--- src/rtl/time_date_tracker.sv ---
// MSF time/date tracker: decodes minute frames, confirms lock over several
// consecutive consistent frames and keeps a BCD clock through holdover.
module time_date_tracker #(
    parameter int CONFIRM_FRAMES   = 2,
    parameter int HOLDOVER_MINUTES = 30
) (
    input  logic       clk_i,
    input  logic       rst_i,
    input  logic       bits_valid_i,
    input  logic       bits_is_second_00_i,
    input  logic [1:0] bits_data_i,
    output logic [3:0] year_h_o,
    output logic [3:0] year_l_o,
    output logic       month_h_o,
    output logic [3:0] month_l_o,
    output logic [1:0] day_h_o,
    output logic [3:0] day_l_o,
    output logic [2:0] dow_o,
    output logic [1:0] hour_h_o,
    output logic [3:0] hour_l_o,
    output logic [2:0] minute_h_o,
    output logic [3:0] minute_l_o,
    output logic       valid_o,
    output logic       holdover_o,
    output logic       update_o,
    output logic       frame_error_o
);

    // Field order matches the on-air order, so the packed value is the
    // frame's seconds 17..51 read MSB first.
    typedef struct packed {
        logic [3:0] year_h;
        logic [3:0] year_l;
        logic       month_h;
        logic [3:0] month_l;
        logic [1:0] day_h;
        logic [3:0] day_l;
        logic [2:0] dow;
        logic [1:0] hour_h;
        logic [3:0] hour_l;
        logic [2:0] minute_h;
        logic [3:0] minute_l;
    } cal_t;

    typedef enum logic [1:0] {
        ST_UNLOCKED,
        ST_CONFIRMING,
        ST_LOCKED,
        ST_HOLDOVER
    } state_t;

    localparam logic [3:0] CONFIRM_N  = 4'(CONFIRM_FRAMES);
    localparam logic [7:0] HOLDOVER_N = 8'(HOLDOVER_MINUTES);

    function automatic logic is_leap(input logic [3:0] yh, input logic [3:0] yl);
        if (yh[0] == 1'b0) return (yl == 4'd0) || (yl == 4'd4) || (yl == 4'd8);
        else               return (yl == 4'd2) || (yl == 4'd6);
    endfunction

    function automatic logic [4:0] month_bin(input cal_t t);
        return 5'(t.month_h) * 5'd10 + 5'(t.month_l);
    endfunction

    function automatic logic [5:0] day_bin(input cal_t t);
        return 6'(t.day_h) * 6'd10 + 6'(t.day_l);
    endfunction

    function automatic logic [4:0] days_in_month(input cal_t t);
        case (month_bin(t))
            5'd2:                      return is_leap(t.year_h, t.year_l) ? 5'd29 : 5'd28;
            5'd4, 5'd6, 5'd9, 5'd11:   return 5'd30;
            default:                   return 5'd31;
        endcase
    endfunction

    // a[i] holds A(17+i); each field arrives MSB first, so bits are swapped here.
    function automatic cal_t decode(input logic [42:0] a);
        cal_t d;
        d.year_h   = {a[0], a[1], a[2], a[3]};
        d.year_l   = {a[4], a[5], a[6], a[7]};
        d.month_h  = a[8];
        d.month_l  = {a[9], a[10], a[11], a[12]};
        d.day_h    = {a[13], a[14]};
        d.day_l    = {a[15], a[16], a[17], a[18]};
        d.dow      = {a[19], a[20], a[21]};
        d.hour_h   = {a[22], a[23]};
        d.hour_l   = {a[24], a[25], a[26], a[27]};
        d.minute_h = {a[28], a[29], a[30]};
        d.minute_l = {a[31], a[32], a[33], a[34]};
        return d;
    endfunction

    // b[j] holds B(54+j); parity bits make each protected group odd.
    function automatic logic frame_ok(input logic [42:0] a, input logic [5:0] b, input cal_t d);
        logic marker_ok, parity_ok, range_ok;
        marker_ok = (a[42:35] == 8'b0111_1110);
        parity_ok = (^{b[0], a[7:0]})   && (^{b[1], a[18:8]}) &&
                    (^{b[2], a[21:19]}) && (^{b[3], a[34:22]});
        range_ok  = (d.year_h <= 4'd9) && (d.year_l <= 4'd9) &&
                    (d.month_l <= 4'd9) && (month_bin(d) >= 5'd1) && (month_bin(d) <= 5'd12) &&
                    (d.day_l <= 4'd9) && (day_bin(d) >= 6'd1) &&
                    (day_bin(d) <= 6'(days_in_month(d))) &&
                    (d.dow <= 3'd6) &&
                    (d.hour_l <= 4'd9) && ((d.hour_h < 2'd2) || (d.hour_l <= 4'd3)) &&
                    (d.hour_h <= 2'd2) &&
                    (d.minute_h <= 3'd5) && (d.minute_l <= 4'd9);
        return marker_ok && parity_ok && range_ok;
    endfunction

    // One-minute BCD increment with calendar carries.
    function automatic cal_t increment(input cal_t t);
        cal_t n;
        logic c_hour, c_day, c_month, c_year;
        n       = t;
        c_hour  = (t.minute_h == 3'd5) && (t.minute_l == 4'd9);
        c_day   = c_hour && (t.hour_h == 2'd2) && (t.hour_l == 4'd3);
        c_month = c_day && (day_bin(t) >= 6'(days_in_month(t)));
        c_year  = c_month && t.month_h && (t.month_l == 4'd2);
        if (t.minute_l == 4'd9) begin
            n.minute_l = 4'd0;
            n.minute_h = c_hour ? 3'd0 : t.minute_h + 3'd1;
        end else begin
            n.minute_l = t.minute_l + 4'd1;
        end
        if (c_day) begin
            n.hour_h = 2'd0;
            n.hour_l = 4'd0;
            n.dow    = (t.dow >= 3'd6) ? 3'd0 : t.dow + 3'd1;
        end else if (c_hour) begin
            if (t.hour_l == 4'd9) begin
                n.hour_l = 4'd0;
                n.hour_h = t.hour_h + 2'd1;
            end else begin
                n.hour_l = t.hour_l + 4'd1;
            end
        end
        if (c_month) begin
            n.day_h = 2'd0;
            n.day_l = 4'd1;
        end else if (c_day) begin
            if (t.day_l == 4'd9) begin
                n.day_l = 4'd0;
                n.day_h = t.day_h + 2'd1;
            end else begin
                n.day_l = t.day_l + 4'd1;
            end
        end
        if (c_year) begin
            n.month_h = 1'b0;
            n.month_l = 4'd1;
            if (t.year_l == 4'd9) begin
                n.year_l = 4'd0;
                n.year_h = (t.year_h == 4'd9) ? 4'd0 : t.year_h + 4'd1;
            end else begin
                n.year_l = t.year_l + 4'd1;
            end
        end else if (c_month) begin
            if (t.month_l == 4'd9) begin
                n.month_h = 1'b1;
                n.month_l = 4'd0;
            end else begin
                n.month_l = t.month_l + 4'd1;
            end
        end
        return n;
    endfunction

    state_t      state_q, state_d;
    cal_t        held_q, held_d;
    logic [42:0] a_q, a_d;
    logic [5:0]  b_q, b_d;
    logic [3:0]  cnt_q, cnt_d;
    logic [7:0]  miss_q, miss_d;
    logic        sec00_q, sec00_d;
    logic        update_q, update_d;
    logic        frame_error_q, frame_error_d;

    logic        boundary, good, consistent, held_changed;
    cal_t        frame_dec, held_inc;
    logic [3:0]  cnt_inc;
    logic [7:0]  miss_inc;

    assign boundary   = bits_is_second_00_i && !sec00_q;
    assign frame_dec  = decode(a_q);
    assign good       = frame_ok(a_q, b_q, frame_dec);
    assign held_inc   = increment(held_q);
    assign consistent = (frame_dec == held_inc);
    assign cnt_inc    = (cnt_q == 4'hF) ? cnt_q : cnt_q + 4'd1;
    assign miss_inc   = (miss_q == 8'hFF) ? miss_q : miss_q + 8'd1;

    // Shift in seconds, then evaluate the pre-shift frame at each boundary.
    // NOTE: every variable gets a default first so no path can infer a latch.
    always_comb begin
        state_d       = state_q;
        held_d        = held_q;
        cnt_d         = cnt_q;
        miss_d        = miss_q;
        a_d           = a_q;
        b_d           = b_q;
        sec00_d       = bits_is_second_00_i;
        held_changed  = 1'b0;
        frame_error_d = 1'b0;
        if (bits_valid_i) begin
            a_d = {bits_data_i[0], a_q[42:1]};
            b_d = {bits_data_i[1], b_q[5:1]};
        end
        if (boundary) begin
            case (state_q)
                ST_UNLOCKED: begin
                    if (good) begin
                        held_d       = frame_dec;
                        held_changed = 1'b1;
                        cnt_d        = 4'd1;
                        state_d      = (CONFIRM_N <= 4'd1) ? ST_LOCKED : ST_CONFIRMING;
                    end
                end
                ST_CONFIRMING: begin
                    if (!good) begin
                        state_d       = ST_UNLOCKED;
                        cnt_d         = 4'd0;
                        frame_error_d = 1'b1;
                    end else begin
                        held_d       = frame_dec;
                        held_changed = 1'b1;
                        if (consistent) begin
                            cnt_d = cnt_inc;
                            if (cnt_inc >= CONFIRM_N) state_d = ST_LOCKED;
                        end else begin
                            cnt_d         = 4'd1;
                            frame_error_d = 1'b1;
                        end
                    end
                end
                ST_LOCKED, ST_HOLDOVER: begin
                    held_changed = 1'b1;
                    if (!good) begin
                        held_d        = held_inc;
                        frame_error_d = 1'b1;
                        miss_d        = (state_q == ST_LOCKED) ? 8'd1 : miss_inc;
                        state_d       = (miss_d >= HOLDOVER_N) ? ST_UNLOCKED : ST_HOLDOVER;
                    end else begin
                        held_d = frame_dec;
                        miss_d = 8'd0;
                        if (consistent) begin
                            state_d = ST_LOCKED;
                        end else begin
                            state_d       = ST_CONFIRMING;
                            cnt_d         = 4'd1;
                            frame_error_d = 1'b1;
                        end
                    end
                end
                default: state_d = ST_UNLOCKED;
            endcase
        end
        update_d = held_changed && ((state_d == ST_LOCKED) || (state_d == ST_HOLDOVER));
    end

    // State, held time, shifters and pulse registers; reset overrides all.
    // NOTE: sequential state uses non-blocking assignments only.
    always_ff @(posedge clk_i) begin
        if (rst_i) begin
            state_q       <= ST_UNLOCKED;
            held_q        <= '0;
            a_q           <= '0;
            b_q           <= '0;
            cnt_q         <= '0;
            miss_q        <= '0;
            sec00_q       <= 1'b0;
            update_q      <= 1'b0;
            frame_error_q <= 1'b0;
        end else begin
            state_q       <= state_d;
            held_q        <= held_d;
            a_q           <= a_d;
            b_q           <= b_d;
            cnt_q         <= cnt_d;
            miss_q        <= miss_d;
            sec00_q       <= sec00_d;
            update_q      <= update_d;
            frame_error_q <= frame_error_d;
        end
    end

    assign year_h_o      = held_q.year_h;
    assign year_l_o      = held_q.year_l;
    assign month_h_o     = held_q.month_h;
    assign month_l_o     = held_q.month_l;
    assign day_h_o       = held_q.day_h;
    assign day_l_o       = held_q.day_l;
    assign dow_o         = held_q.dow;
    assign hour_h_o      = held_q.hour_h;
    assign hour_l_o      = held_q.hour_l;
    assign minute_h_o    = held_q.minute_h;
    assign minute_l_o    = held_q.minute_l;
    assign valid_o       = (state_q == ST_LOCKED) || (state_q == ST_HOLDOVER);
    assign holdover_o    = (state_q == ST_HOLDOVER);
    assign update_o      = update_q;
    assign frame_error_o = frame_error_q;

endmodule
--- config.mk ---
export PLATFORM = sky130hd
export DESIGN_NAME = time_date_tracker
export DESIGN_NICKNAME = d
export VERILOG_FILES = /design/src/rtl/time_date_tracker.sv
export SDC_FILE = /design/constraint.sdc
export NUM_CORES = 1
export LEC_CHECK = 0
export CAP_MARGIN = 10
export CORE_MARGIN = 5
export CORE_UTILIZATION = 56
export DETAILED_ROUTE_END_ITERATION = 6
export PLACE_DENSITY = 0.77
export SLEW_MARGIN = 40
export SYNTH_ARGS = -nofsm -noshare
export SYNTH_HDL_FRONTEND = slang
export SYNTH_SLANG_ARGS = --single-unit
--- constraint.sdc ---
create_clock -name clk_i -period 3.6 [get_ports clk_i]
set_input_delay 0.72 -clock clk_i [delete_from_list [all_inputs] [get_ports clk_i]]
set_output_delay 0.72 -clock clk_i [all_outputs]
set_load 0.02 [all_outputs]
==> flow_metrics.tcl <==
set metrics [dict create \
    outcome "finished, violations left" \
    failed_checks "setup timing" \
    root_buffer "clkbuf_16" \
    antenna_found_initial 0 \
    intPower_mw 1.64 \
    grt_max_degree 72 \
    rows 44 \
    clock_path_buffers 2 \
    port_buffers 44 \
    slowest_stage "dfxtp_4" \
    critical_path.cell_chain "ha_4 > ha_4 > xnor2_4 > o21ai_1 > o21ai_1 > nand2_1 > ha_1 > nand2b_4 > a21oi_4 > buf_6 > o31ai_2 > buf_4 > buf_6 > nand4_1 > mux2_4 > a211oi_2 > nand4_1 > nor4_4 > buf_6 > buf_4 > o21ai_4 > a21oi_2" \
    critPathArrivalTime_ns 4.12 \
    drc_errors 0 \
    hold_violations 0 \
    setup_viol 8 \
    drive_gt1_frac 0.222 \
    swShare 0.263 \
    vias_per_cell 6.54 \
    yosysTopAreaCell "dfxtp_1" \
    avgSynthCellArea_um2 7.56 \
    critPathKind "flop to flop" \
    total_leakage_power_nw 4.30 \
    p_sw_uw 585 \
    grt_pass1_vias 8870 \
    layout_min_cycle_time_ns 3.82 \
    setup_tns_ns -1.32 \
    syn_to_final_growth_pct 28.5 \
    comb_power_share 0.034 \
    start_kind "flop" \
    dominantRegCellSynth "dfxtp_1" \
    ys_seq_elements 101 \
    skew_ns 0.0127 \
    cts_made_buffers 9 \
    cts.clk_slew.worst_paths_ns 0.08 \
    cap_violations 0 \
    ant_nets 0 \
    die_area_um2 17600 \
    route.final.wire_length_um 29400 \
    synth-edff-count 0 \
    grt.overflow.total 0 \
    hold_class "flop to flop" \
    rsz0062_at_grt "true" \
    cts_tree "built" \
    fin_util 0.741 \
    synth_common_cells "nor2_1 (121), dfxtp_1 (101), a21oi_1 (84)" \
    die_y_um 133 \
    die_w_um 133 \
    clkLatencyLatePin_ns 0.37 \
    cpMostUsedCell "buf_6" \
    grt_pass1_wl_um 46500 \
    vias 9442 \
    syn_area_um2 8450 \
    gp_congestion 1.07 \
    cts_sinks 101 \
    num_antenna_cells 0 \
    hpwl_um 21600 \
    start_util 0.577 \
    ys_warn_count 0 \
    yosysMostFrequentCell "nor2_1" \
    grt_use_total 0.324 \
    cts_max_level 3 \
    postSynthCellCount 1117 \
    crit_fanout 6 \
    clockPowerShare 0.463 \
    async_flop_share 0 \
    slew_headroom 0.458 \
    slew_violations 0 \
    p_seq_frac 0.503 \
    nNetsFinal 1309 \
    worstSetupEndpointType "flop" \
    drt_pass1_iterations 6 \
    yosysTopAreaCellShare 0.239 \
    power_per_cell_area_nw_per_um2 205 \
    tightest_slew_ns 0.813 \
    seq_area_frac_synth 0.239 \
    fin_ws_ns -0.218 \
    critPathTopFamily "compound AO/OA/AOI/OAI gates" \
    io_pins 45 \
    syn-num-nets 1171 \
    timing.fmax_mhz 262 \
    worst_ep_required_time_ns 3.91 \
    cp_num_buf_inv 5 \
    peakVddDrop_mv 0.212 \
    wl_per_cell_um 20.4 \
    synth.distinct_cells 81 \
    core_area_um2 14600 \
    post-route-period-util 1.06 \
    ys_top_cells_by_area "dfxtp_1 (24%), mux2i_1 (7.3%), ha_1 (6.8%), nor2_1 (5.4%), a21oi_1 (5.0%)" \
    drtIter0Drc 948 \
    max_stage_delay_ns 0.37 \
]
[power by group through the flow]
stage          Combinational (mW)  Sequential (mW)  Clock (mW)
5_1_grt                    0.0788             1.12        1.09
3_3_place_gp               0.0702             1.15           0
2_1_floorplan              0.0511             1.15           0
6_report                   0.0757             1.12        1.03
3_5_place_dp               0.0710             1.15           0
4_1_cts                    0.0714             1.12        1.04
[worst min-delay path, delay by kind of cell, from the launching register on]
kind          cells  cell delay [ns]
flops             1             0.34
mux               1             0.07
simple gates      1             0.07
[final timing paths]
kind / endpoint / slack (ns) / start / cells after the start
worst max register to register: cnt_q[3]$_SDFFE_PP0P_ / -0.22 / month_h_o$_SDFFE_PP0P_ / 22
worst min register to register: b_q[3]$_SDFFE_PP0P_ / 0.51 / b_q[4]$_SDFFE_PP0P_ / 2
worst max-delay path: cnt_q[3]$_SDFFE_PP0P_ / -0.22 / month_h_o$_SDFFE_PP0P_ / 22
worst min-delay path: b_q[3]$_SDFFE_PP0P_ / 0.51 / b_q[4]$_SDFFE_PP0P_ / 2
[per-stage QoR]
stage	cell area, µm²	power, mW	cells	hold slack, ns	setup WS, ns
CTS	10400	2.23	1437	0.511	-0.253
global route	10800	2.28	1444	0.554	-0.444
detailed placement	10100	1.22	1420	0.492	-0.351
floorplan	8570	1.20	1117	0.460	-0.106
finish	10800	2.22	1444	0.507	-0.218
global placement	10100	1.22	1420	0.479	-0.268
[flip-flops by register name, summed over array words and instances, names as in the netlist, 4 cells and up]
name / cells
a_q: 43
miss_q: 8
b_q: 6
cnt_q: 4
day_l_o: 4
hour_l_o: 4
minute_l_o: 4
month_l_o: 4
year_h_o: 4
year_l_o: 4
[layout by cell type (no fill, tap or decap), drive strengths merged, types with 6 or more instances in the layout]
cell           instances
nand4                 24
a31oi                 16
o21a                   7
nand2b                18
nand2                 82
o211ai                 7
clkdlybuf4s50         42
o41ai                  7
nor3b                  9
or3                    9
ha                    46
a2111oi                6
nand3                 39
mux2i                 62
nor2b                 19
a211oi                14
nor4                  21
a21o                   8
buf                  169
o21ai                 72
nor2                 121
o22ai                 13
xor2                  18
nor4b                  6
inv                   46
nor3                  32
xnor2                 35
o31ai                 10
and3                  13
dfxtp                101
a221oi                10
a21oi                 84
or4                    7
clkbuf                 9
[what timing repair did]
action                     4_1_cts  5_1_grt
pin swaps                        9       36
setup endpoints to repair       38       39
hold buffers                     0        0
setup buffers                    1        7
resized for setup               14       79
[area by class of cell]
cell class	count	area [µm²]
fill	1156	3790
multi-input combinational	890	6340
clock inverter	7	72.6
sequential	101	2050
tap	184	230
inverter	42	160
timing repair buffer	211	1770
clock buffer	9	225
[kinds of logic (layout without fill, tap and decap cells)]
| family | count (synthesis) | count (layout) | synth area share |
|---|---|---|---|
| muxes | 63 | 63 | 0.0748 |
| adders and majority gates | 48 | 48 | 0.0729 |
| AOI/OAI and AO/OA | 295 | 295 | 0.226 |
| xor gates and xnor gates | 55 | 55 | 0.0603 |
| and+or+nand+nor | 429 | 429 | 0.268 |
| DFF | 101 | 101 | 0.239 |
| buffers and inverters | 126 | 269 | 0.0590 |
[per-layer routing]
metal	track usage	routed length, µm	share of wire
met3	0.0657	2570	0.087
met4	0.150	1490	0.051
met5	0	0	0
met1	0.426	12300	0.42
met2	0.510	13000	0.44
Note: power is estimated with default switching activity, not from simulation.
